`src/rtl/axi_arb_pkg.sv`:
```
// Shared types for the AXI-stream round-robin arbiter: FSM state encoding and
// the index-width helper used to size requester indices.
package axi_arb_pkg;

   typedef enum logic {
      IDLE   = 1'b0,
      LOCKED = 1'b1
   } arb_state_e;

   function automatic int rr_idx_w(input int n);
      return (n > 1) ? $clog2(n) : 1;
   endfunction

   localparam int RR_DEFAULT_REQ = 4;

   typedef logic [rr_idx_w(RR_DEFAULT_REQ)-1:0] rr_idx_t;

endpackage

```
`src/rtl/rr_prio_pick.sv`:
```
// Rotating priority pick: first set bit of req scanning from ptr upward,
// wrapping modulo NUM_REQ.
module rr_prio_pick
   import axi_arb_pkg::*;
#(
   parameter int NUM_REQ = 4,
   parameter int IW      = rr_idx_w(NUM_REQ)
) (
   input  logic [NUM_REQ-1:0] req,
   input  logic [IW-1:0]      ptr,
   output logic [IW-1:0]      win,
   output logic               found
);

   always_comb begin
      int k;
      logic [IW-1:0] kk;
      k     = 0;
      kk    = '0;
      found = 1'b0;
      win   = '0;
      for (int i = 0; i < NUM_REQ; i++) begin
         k  = (int'(ptr) + i) % NUM_REQ;
         kk = IW'(k);
         if (!found && req[kk]) begin
            found = 1'b1;
            win   = kk;
         end
      end
   end

endmodule

```
`src/rtl/axi_stream_rr_arbiter.sv`:
```
// Burst-locked round-robin arbiter sharing one valid/ready channel among NUM_REQ
// requesters. Optional output register slice: define AXI_RR_ARB_OUT_REG_EN.
module axi_stream_rr_arbiter
   import axi_arb_pkg::*;
#(
   parameter int NUM_REQ    = 4,
   parameter int DATA_WIDTH = 64
) (
   input  logic                          clk_i,
   input  logic                          rst_i,
   input  logic [NUM_REQ-1:0]            req_valid_i,
   output logic [NUM_REQ-1:0]            req_ready_o,
   input  logic [NUM_REQ*DATA_WIDTH-1:0] req_data_i,
   input  logic [NUM_REQ-1:0]            req_last_i,
   output logic                          valid_o,
   input  logic                          ready_i,
   output logic [DATA_WIDTH-1:0]         data_o,
   output logic                          last_o,
   output logic [$clog2(NUM_REQ)-1:0]    gnt_idx_o,
   output logic                          busy_o
);

   localparam int            IW       = $clog2(NUM_REQ);
   localparam logic [IW-1:0] LAST_IDX = IW'(NUM_REQ - 1);

   arb_state_e            state;
   logic [IW-1:0]         ptr;
   logic [IW-1:0]         idx;
   logic [IW-1:0]         gnt_q;
   logic [IW-1:0]         win;
   logic [IW-1:0]         sel_idx;
   logic                  found;
   logic                  arb_valid;
   logic                  arb_last;
   logic                  arb_ready;
   logic                  arb_hs;
   logic [DATA_WIDTH-1:0] arb_data;

   function automatic logic [IW-1:0] next_idx(input logic [IW-1:0] i);
      return (i == LAST_IDX) ? '0 : i + 1'b1;
   endfunction

   rr_prio_pick #(
      .NUM_REQ (NUM_REQ),
      .IW      (IW)
   ) u_pick (
      .req   (req_valid_i),
      .ptr   (ptr),
      .win   (win),
      .found (found)
   );

   // While locked only the owner is connected, even if it drops valid mid-burst.
   always_comb begin
      sel_idx     = (state == LOCKED) ? idx : win;
      arb_valid   = (state == LOCKED) ? req_valid_i[idx] : found;
      arb_data    = req_data_i[int'(sel_idx)*DATA_WIDTH +: DATA_WIDTH];
      arb_last    = req_last_i[sel_idx];
      arb_hs      = arb_valid && arb_ready;
      req_ready_o = '0;
      if ((state == LOCKED) || found) begin
         req_ready_o[sel_idx] = arb_ready;
      end
      gnt_idx_o = (state == LOCKED) ? idx : (found ? win : gnt_q);
      busy_o    = (state == LOCKED);
   end

   // A presented winner locks unless it completes a single-beat burst at once,
   // which keeps the presented beat stable through downstream stalls.
   always_ff @(posedge clk_i) begin
      if (rst_i) begin
         state <= IDLE;
         ptr   <= '0;
         idx   <= '0;
         gnt_q <= '0;
      end else begin
         gnt_q <= gnt_idx_o;
         case (state)
            IDLE: begin
               if (found) begin
                  if (arb_hs && arb_last) begin
                     ptr <= next_idx(win);
                  end else begin
                     state <= LOCKED;
                     idx   <= win;
                  end
               end
            end
            LOCKED: begin
               if (arb_hs && arb_last) begin
                  state <= IDLE;
                  ptr   <= next_idx(idx);
               end
            end
            default: state <= IDLE;
         endcase
      end
   end

`ifdef AXI_RR_ARB_OUT_REG_EN
   logic [DATA_WIDTH:0] slot [2];
   logic                wr_sel;
   logic                rd_sel;
   logic [1:0]          count;
   logic                out_hs;

   assign arb_ready        = (count != 2'd2);
   assign valid_o          = (count != 2'd0);
   assign out_hs           = valid_o && ready_i;
   assign {last_o, data_o} = slot[rd_sel];

   // Two-entry FIFO so a push and a pop can share a cycle at full rate.
   always_ff @(posedge clk_i) begin
      if (rst_i) begin
         slot[0] <= '0;
         slot[1] <= '0;
         wr_sel  <= 1'b0;
         rd_sel  <= 1'b0;
         count   <= 2'd0;
      end else begin
         if (arb_hs) begin
            slot[wr_sel] <= {arb_last, arb_data};
            wr_sel       <= ~wr_sel;
         end
         if (out_hs) begin
            rd_sel <= ~rd_sel;
         end
         count <= count + {1'b0, arb_hs} - {1'b0, out_hs};
      end
   end
`else
   assign arb_ready = ready_i;
   assign valid_o   = arb_valid;
   assign data_o    = arb_data;
   assign last_o    = arb_last;
`endif

endmodule

```
`config.mk`:
```
export PLATFORM = sky130hd
export DESIGN_NAME = axi_stream_rr_arbiter
export DESIGN_NICKNAME = d
export VERILOG_FILES = /design/src/rtl/axi_arb_pkg.sv /design/src/rtl/rr_prio_pick.sv /design/src/rtl/axi_stream_rr_arbiter.sv
export SDC_FILE = /design/constraint.sdc
export NUM_CORES = 1
export LEC_CHECK = 0
export ABC_AREA = 1
export CAP_MARGIN = 20
export CORE_AREA = 2 2 133 135
export DETAILED_ROUTE_END_ITERATION = 7
export DIE_AREA = 0 0 135 137
export HOLD_SLACK_MARGIN = 0.05
export PLACE_DENSITY = 0.58
export SLEW_MARGIN = 15
export SYNTH_ARGS = -nofsm -noshare
export SYNTH_HDL_FRONTEND = slang
export SYNTH_SLANG_ARGS = --single-unit
```
`constraint.sdc`:
```
create_clock -name clk_i -period 2.6 [get_ports clk_i]
set_clock_uncertainty 0.05 [all_clocks]
set_input_delay 0.52 -clock clk_i [delete_from_list [all_inputs] [get_ports clk_i]]
set_output_delay 0.52 -clock clk_i [all_outputs]
set_load 0.005 [all_outputs]
```
Yosys cells after proc, flatten, opt, wreduce, memory -nomap -nowiden
Cells that the tools add are included.
Operators by class
  $add $sub $neg: 5
  magnitude comparators: 7
  equality and inequality tests: 5
  shift-type cells: 1
  multiplexer cells: 36
  bitwise operators: 3
  reduce and logical (&&, ||, !) cells: 12
Operators with widths (number)
  indexed part select 256 x 9 -> 64 bit: 1
  two-way mux 2 bit: 12
  less-than comparator 2 x 3 -> 1 bit, second input constant: 6
  two-way mux 1 bit: 14
  binary-select mux 1 bit (select 2 bit): 6
  adder 2 x 1 -> 2 bit, second input constant: 3
  logical AND 1 bit: 6
  AND reduction 3 bit: 2
  adder 2 bit, second input constant: 2
  bitwise AND 4 bit: 1
  equality test 2 bit, second input constant: 2
  two-way mux 4 bit: 1
  != test 2 bit, second input constant: 2
  one-hot mux 2 bit (2 select lines): 1
  zero test 1 bit: 3
  demux 1 bit (select 2 bit): 1
  greater-or-equal comparator 2 x 1 -> 1 bit, second input constant: 1
  != test 2 x 1 -> 1 bit, second input constant: 1
  NOT 1 bit: 2
  one-hot mux 1 bit (2 select lines): 1
  logical OR 1 bit: 1
Word-level totals
  register bits after elaboration: 7
  input port bits: 267
  output and inout port bits: 73
  logic and storage cells: 73

Logic depth before layout (Yosys ltp)
Gate-level depths: netlist of the first run.
  depth after elaboration: 19
  gate-level depth with buffers: 20
  depth with buffers taken out: 20

Hierarchy
Synthesis of the first run repeated with hierarchy kept, for this count alone.
Unflattened totals
  cell total of the unflattened synthesis: 438
  area total of the unflattened synthesis: 2474.9 µm²
Modules (own cells, without submodules)
  axi_stream_rr_arbiter: instances 1, cells each 379, area an instance 2155.8 µm², sequential area each 140.1 µm²
  rr_prio_pick: instances 1, cells each 59, area an instance 319.1 µm², sequential area each 0.0 µm²

Worst setup path before layout of the first run
No wires, ideal clock.
  path kind: input to output
  from: input req_valid_i[3]
  to: output data_o[22]
  arrival time: 2.024 ns
  data required time: 2.030 ns
  path slack: 0.006 ns
  stages: 14
  path buffers: 1
  cell sequence: inv_1 -> nand2_1 -> nand2_1 -> nand2_2 -> a21oi_4 -> nand3_2 -> nand3_2 -> nand2_4 -> o21ai_4 -> nand2_4 -> inv_8 -> buf_8 -> a22oi_2 -> nand3_1
Between the ends
  word-level cells in the longest chain between the ends: 14
  elaborated cells on any way between the ends: 23
  classes of those cells: shift: 1; mux: 16; reduce/logical: 6
Ends and longest elaborated chain
  start, declared: RTL line axi_stream_rr_arbiter.sv:11  | input logic [NUM_REQ-1:0] req_valid_i,
  binary-select mux 1 bit (select 2 bit): RTL line rr_prio_pick.sv:25  | if (!found && req[kk]) begin
  two-way mux 1 bit (implied by the code): RTL line rr_prio_pick.sv:25
  two-way mux 1 bit: RTL line rr_prio_pick.sv:25
  zero test 1 bit: RTL line rr_prio_pick.sv:25
  logical AND 1 bit: RTL line rr_prio_pick.sv:25
  two-way mux 1 bit: RTL line rr_prio_pick.sv:25
  zero test 1 bit: RTL line rr_prio_pick.sv:25
  logical AND 1 bit: RTL line rr_prio_pick.sv:25
  two-way mux 1 bit: RTL line rr_prio_pick.sv:25
  zero test 1 bit: RTL line rr_prio_pick.sv:25
  logical AND 1 bit: RTL line rr_prio_pick.sv:25
  two-way mux 2 bit *: RTL line rr_prio_pick.sv:25
  two-way mux 2 bit *: RTL line axi_stream_rr_arbiter.sv:55  | sel_idx = (state == LOCKED) ? idx : win;
  indexed part select 256 x 9 -> 64 bit *: RTL line axi_stream_rr_arbiter.sv:57  | arb_data = req_data_i[int'(sel_idx)*DATA_WIDTH +: DATA_WIDTH];
  end, declared: RTL line axi_stream_rr_arbiter.sv:17  | output logic [DATA_WIDTH-1:0] data_o,
Every way passes the cells marked *; elsewhere a longest branch is shown, timed or not. The select of a mux whose other input is x is not followed.

Worst setup path in the final report of the first run
  from: register ptr[0]
  to: output data_o[41]
Between the ends
  word-level cells in the longest chain between the ends: 14
  elaborated cells on any way between the ends: 26
  classes of those cells: add/sub: 3; shift: 1; mux: 16; reduce/logical: 6
Ends and longest elaborated chain
  start, declared: RTL line axi_stream_rr_arbiter.sv:27  | logic [IW-1:0] ptr;
  start signal, assigned: RTL line axi_stream_rr_arbiter.sv:82  | ptr <= next_idx(win);
  start signal, assigned: RTL line axi_stream_rr_arbiter.sv:92  | ptr <= next_idx(idx);
  branches (longest 11 deep; another with adder 2 x 1 -> 2 bit)
  two-way mux 2 bit *: RTL line rr_prio_pick.sv:25
  two-way mux 2 bit *: RTL line axi_stream_rr_arbiter.sv:55
  indexed part select 256 x 9 -> 64 bit *: RTL line axi_stream_rr_arbiter.sv:57
Every way passes the cells marked *. The select of a mux whose other input is x is not followed.

==> results of run 1 <==
metrics by stage:
step / cells / utilization (%) / total power [uW]
finish: 1073 / 47.2 / 12300
global route: 1073 / 47.2 / 13100
CTS: 1014 / 40.4 / 9220
detailed placement: 997 / 38.6 / 8520
global placement: 997 / 38.6 / 8530
floorplan: 414 / - / 4160
critical path: cells and delay by family (launching register included):
kind                   cells  cell delay [ps]
AO/OA/AOI/OAI              2              250
flip-flops                 1              340
buffers and inverters      9              980
AND/OR/NAND/NOR            8              780
routing by layer:
metal  up-vias  global-route usage [%]
met4         0                    3.82
li1       2319                       -
met1      2188                    19.7
met3        27                    3.48
met5         -                       0
met2       232                    28.3
placed cells by master, fill, tap and decap left out, drive strengths merged:
| cell | instances |
|---|---|
| and3 | 1 |
| and2 | 1 |
| nor2 | 9 |
| clkdlybuf4s15 | 2 |
| nand2 | 183 |
| nand4 | 2 |
| dlygate4sd2 | 1 |
| clkdlybuf4s50 | 263 |
| nor3 | 3 |
| nand3 | 76 |
| o21ai | 10 |
| a31oi | 1 |
| nand3b | 1 |
| inv | 18 |
| clkinv | 3 |
| clkbuf | 29 |
| a22oi | 64 |
| ha | 1 |
| bufbuf | 1 |
| a21oi | 8 |
| xnor2 | 1 |
| o221ai | 1 |
| buf | 162 |
| dfxtp | 7 |
power groups by stage:
| stage | combinational (uW) | sequential, uW | clock (uW) |
|---|---|---|---|
| floorplan | 3980 | 179 | 0 |
| global placement | 8340 | 187 | 0 |
| detailed placement | 8330 | 188 | 0 |
| CTS | 8720 | 218 | 278 |
| global route | 12600 | 199 | 285 |
| finish | 11800 | 194 | 275 |
flip-flops by register name, indices dropped and copies added (netlist names):
register  flops
busy_o        1
ptr           2
idx           2
gnt_q         2
area by class of cell:
type / count / area (um2)
clock buffers: 3 / 75.1
clock inverters: 1 / 5.00
flip-flops and latches: 7 / 145
repair inverters: 1 / 11.3
fillers: 1671 / 9000
multi-input cells: 362 / 2780
inverters: 19 / 110
well taps: 225 / 282
repair buffers: 455 / 4650
timing repair:
action	CTS	global route
pin swaps	14	48
resized for setup	159	332
endpoints found under the setup margin	76	72
cloned	3	15
buffers inserted	11	46
hold buffers	0	0
worst max path at each step:
stage                      end           start  slack, ps  depth (start not counted)
finish              data_o[41]          ptr[0]       -570                         19
global placement    data_o[46]  req_valid_i[2]      -1030                         17
global route        data_o[41]          ptr[0]       -720                         19
detailed placement   data_o[2]  req_valid_i[3]      -1040                         15
floorplan           data_o[22]  req_valid_i[3]          6                         14
CTS                 data_o[24]          ptr[0]       -780                         14
logic make-up after synthesis:
logic type               share of synthesized area, %
adder cells (fa/ha/maj)                         0.467
AND/OR/NAND/NOR                                  47.6
XOR/XNOR                                        0.327
flip-flops                                       5.23
AO/OA/AOI/OAI                                    34.1
buffers and inverters                            12.3
==> metrics.md, run 1 <==
| Metric | Value |
|---|---|
| RD Place Congestion | `around 0.84` |
| Wl on met1 | `roughly 7.9 mm` |
| Fin. max-slew vios | `0` |
| Area Growth Syn to Fin | `201%` |
| Wire length on met2 | `9.78 mm` |
| Delay of the slowest critical-path stage | `340 ps` |
| Final WS setup | `-569 ps` |
| Worst Path Required | `2030 ps` |
| Worst-path cell chain | `buf_12 -> clkinv_8 -> nand2_4 -> nand2_4 -> nand2_4 -> a21oi_4 -> nand4_1 -> nand2_4 -> o21ai_4 -> buf_12 -> buf_12 -> nor2_8 -> buf_12 -> buf_8 -> buf_6 -> buf_6 -> nand2_4 -> nand3_2 -> buf_2` |
| FF-to-FF Start | `ptr[0]` |
| Setup violations, final | `70` |
| Tcrit/Tclk final | `122%` |
| Arrival @ worst endpoint | `approximately 2600 ps` |
| Gate power share | `between 90% and 100%` |
| Starting Density | `15.7%` |
| Setup TNS | `-33130 ps` |
| Ys Warns | `0` |
| CP Launch Type | `flop` |
| IO Pins | `340` |
| Hold slack | `approximately 480 ps` |
| Most frequent cell after synthesis | `nand2_1` |
| Clock buffer depth | `2` |
| Vias in the first global route | `4315` |
| Seq/Total Area, Yosys | `5.23%` |
| Nets | `between 1000 and 1500` |
| Gate Count Post-Synth | `approximately 410` |
| Outcome | `complete, but fails checks` |
| Total gr overflow | `0` |
| Hold depth | `2` |
| Hold_sp | `gnt_q[0]` |
| Sw Ratio | `44.7%` |
| Mean post-synth cell area | `about 6.5 um2` |
| Final instance area | `8060 um2` |
| Post-synth EDFFs | `0` |
| Yosys top cell by area | `a22oi_2` |
| Top routing layer used | `met4` |
| Post-Synthesis Cell Area | `2680 um2` |
| Die Area | `approximately 18000 um2` |
| Dpl ws | `-1040 ps` |
| Clk Latency, worst-skew pair | `240 ps` |
| Worst R2R Setup Slack | `220 ps` |
| Tot GR Track Use | `16.0%` |
| Type of the most critical hold path | `flop to flop` |
| # diodes | `0` |
| Synth top cells by count | `167 x nand2_1, 72 x nand3_1, 60 x a22oi_2, 14 x inv_1, 11 x nand2_2` |
| Reg clk slew, reported paths | `40 ps` |
| CP endpoint kind | `primary output` |
| Core box area | `17100 um2` |
| Via/cell ratio | `4.44` |
| Met3 wire len | `1.54 mm` |
| DR vias | `roughly 4800` |
| Total wire length | `slightly below 20 mm` |
| Sequential group share of total power | `1.6%` |
| Setup repair after global routing missed its margin | `true` |
| Crit path kind | `flop to primary output` |
| Failing checks | `setup timing` |
| Ys async rst share | `0%` |
| Die Span X | `135 um` |
| Pint | `approximately 6800 uW` |
| DR WL/cell | `18.2 um` |
| Root Driver | `clkbuf_16` |
| Fmax | `~320 MHz` |
| Post-synth top flop | `dfxtp_1` |
| TritonCTS Buffers | `3` |
| Area share of the largest cell type after synthesis | `28.0%` |
| Final antenna-violating net count | `0` |
| Hold Violations, Final | `0` |
| First-pass GRT wire length | `23.2 mm` |
| Slew HR | `83.3%` |
| Hold Crit Endpoint | `gnt_q[0]` |
| Detailed placement HPWL | `approximately 13 mm` |
| Most used cell, CP | `nand2_4` |
| Share of cells above drive strength 1 | `47.6%` |
| Clock Power Share | `2.2%` |
| VDD IR max | `0.634 mV` |
| Sink Count | `7` |
| Area after DPL | `6590 um2` |
| Synth area leaders | `a22oi_2 28%, nand2_1 23%, nand3_1 13%` |
| Total of max-cap violations | `0` |
| Flops & latches, synth | `7` |
| Drt first-iter violations | `185` |
| Leakage | `0.00357 uW` |
| Post-route DRC | `0` |
| Period minus WS final | `3170 ps` |
| Pin count of the biggest net entering global routing | `42` |
| Switching power total | `5490 uW` |
| Die Y | `137 um` |
| Reg2reg end | `idx[1]` |
| Total power divided by cell area | `approximately 1500 nW/um2` |
| CTS tree | `done` |
| Pin slew with the least headroom to its limit | `248 ps` |
| Max FO, Critical Path | `7` |
| Pre-antenna DRT Iters | `4` |
| Port bufs | `339` |
| Initial antenna violation count | `0` |
| Post-synth cell types | `36` |
| Synth Net Count | `682` |
| Rows | `48` |
| CP max stage cell | `dfxtp_4` |
| Cells on worst reg2reg path | `19` |
| Htree depth | `1` |
No activity file was read; power rests on OpenSTA's default activity.
==> run 2, diff against run 1 <==
Settings changed: GPL_ROUTABILITY_DRIVEN set to 0.
==> results of run 2 <==
Same layout as run 1: the final DEF is identical, and so are final timing and power.
==> run 3, diff against run 2 <==
Settings changed: PLACE_DENSITY 0.58 to 0.56.
Clock period 2.6 ns to 3 ns, I/O delays scaled along.
==> metrics.md, run 3 (same netlist as run 1, synthesis figures left out) <==
| Metric | Value |
|---|---|
| Total wire length | `19.4 mm` |
| Detailed placement HPWL | `12.6 mm` |
| TritonCTS Buffers | `3` |
| Worst R2R Setup Slack | `530 ps` |
| Max FO, Critical Path | `6` |
| First-pass GRT wire length | `27.4 mm` |
| Via/cell ratio | `4.30` |
| Final WS setup | `-218 ps` |
| Share of cells above drive strength 1 | `around 47%` |
| Sink Count | `7` |
| Post-route DRC | `0` |
| Starting Density | `15.7%` |
| IO Pins | `340` |
| Leakage | `0.00362 uW` |
| Outcome | `complete, but fails checks` |
| Hold slack | `between 400 and 500 ps` |
| Type of the most critical hold path | `flop to flop` |
| Multi-input gate area | `around 2700 um2` |
| FF-to-FF Start | `ptr[0]` |
| Fin. max-slew vios | `0` |
| DR vias | `4684` |
| Vias in the first global route | `just under 5000` |
| Initial antenna violation count | `0` |
| Area Growth Syn to Fin | `207%` |
| Hold depth | `2` |
| Die Span X | `135 um` |
| Core box area | `about 17000 um2` |
| Hold Violations, Final | `0` |
| Crit path kind | `input port to primary output` |
| Hold buffers post-CTS | `0` |
| Final Util | `about half` |
| DR WL/cell | `between 15 and 20 um` |
| Total gr overflow | `0` |
| Fill cell count | `1668` |
| Drt first-iter violations | `164` |
| Reg2reg end | `idx[1]` |
| Total power divided by cell area | `1370 nW/um2` |
| Fmax | `311 MHz` |
| Setup repair after global routing missed its margin | `true` |
| Arrival @ worst endpoint | `between 2000 and 3000 ps` |
| Hold Crit Endpoint | `gnt_q[0]` |
| Total of max-cap violations | `0` |
| Reg clk slew, reported paths | `roughly 40 ps` |
| CP endpoint kind | `primary output` |
| Pin slew with the least headroom to its limit | `315 ps` |
| Pin count of the biggest net entering global routing | `14` |
| VDD IR max | `0.590 mV` |
| Commonest cells after routing, fill and taps aside | `264 x clkdlybuf4s50_1, 103 x nand2_1, 63 x a22oi_2` |
| Worst Path Required | `approximately 2400 ps` |
| Leading registers by flop count | `gnt_q: 2 flops, idx: 2 flops, ptr: 2 flops` |
| Htree depth | `1` |
| # diodes | `0` |
| Period minus WS final | `~3200 ps` |
| CTS tree | `done` |
| Hold_sp | `gnt_q[0]` |
| Failing checks | `setup timing` |
| Worst Setup SP | `req_valid_i[2]` |
| FF+latch area | `145 um2` |
| Commonest non-fill, non-tap cell in the layout | `clkdlybuf4s50_1` |
| Pre-antenna DRT Iters | `4` |
| Port bufs | `339` |
| Nets | `1134` |
| Die Area | `18500 um2` |
| Clk Latency, worst-skew pair | `230 ps` |
| Rows | `48` |
| Tot GR Track Use | `19.3%` |
| Final antenna-violating net count | `0` |
| Slew HR | `78.9%` |
| Setup violations, final | `66` |
| Root Driver | `clkbuf_16` |
| Cells on worst reg2reg path | `19` |
| Clock buffer depth | `2` |
| Tcrit/Tclk final | `107%` |
| Die Y | `137 um` |
| CP Launch Type | `input port` |
run 3: worst max path at each step:
stage | cells past startpoint | slack, ps | to
finish | 17 | -220 | data_o[13]
global placement | 18 | -840 | data_o[26]
global route | 17 | -310 | data_o[13]
detailed placement | 19 | -850 | data_o[0]
floorplan | 14 | 250 | data_o[22]
CTS | 19 | -210 | data_o[39]
run 3: per-stage QoR:
step / setup TNS [ps] / setup WS, ps / cells / total power (uW) / area (um2)
2_1_floorplan: 0 / 246 / 414 / 3600 / 2680
3_3_place_gp: -54300 / -838 / 993 / 7420 / 6560
3_5_place_dp: -54410 / -848 / 993 / 7400 / 6560
4_1_cts: -8540 / -215 / 1084 / 11200 / 8110
5_1_grt: -14990 / -308 / 1090 / 12000 / 8230
6_report: -7960 / -218 / 1090 / 11300 / 8230
run 3: cell type report:
cell class                 instances  share of cell area, %
sequential                         7                   1.76
clock buffer                       4                  0.958
tap                              225                   3.42
timing repair buffer             472                   60.2
inverter                          19                   1.11
multi-input combinational        362                   32.4
timing repair inverter             1                  0.137
run 3: worst max-delay path: stages:
cell	delay [ps]
buf_6	100
inv_2	60
nand2_2	50
nand2_2	80
nand2_4	60
a21oi_4	170
nand3_2	120
nand2_2	120
nand2_4	80
nand2_8	110
nor2_4	60
buf_6	120
bufbuf_16	270
buf_6	120
a22oi_2	190
nand3_2	100
buf_6	120
run 3: repair_timing:
item,4_1_cts,5_1_grt
setup buffers,69,6
hold endpoints to repair,0,0
gates resized for setup,463,37
setup endpoints to repair,72,72
pin swaps,50,20
cloned,19,1
run 3: routing by layer:
layer	vias to the layer above	track usage [%]	wire length (um)
met1	2108	23.7	7720
met3	16	4.22	1550
met2	211	35.7	10000
li1	2349	-	-
met5	-	0	0
met4	0	2.03	153
run 3: report_power, final:
part | internal, uW | switching (uW)
Combinational | 6140 | 4750
Clock | 177 | 51.9
Sequential | 134 | 35.3
Total | 6450 | 4840
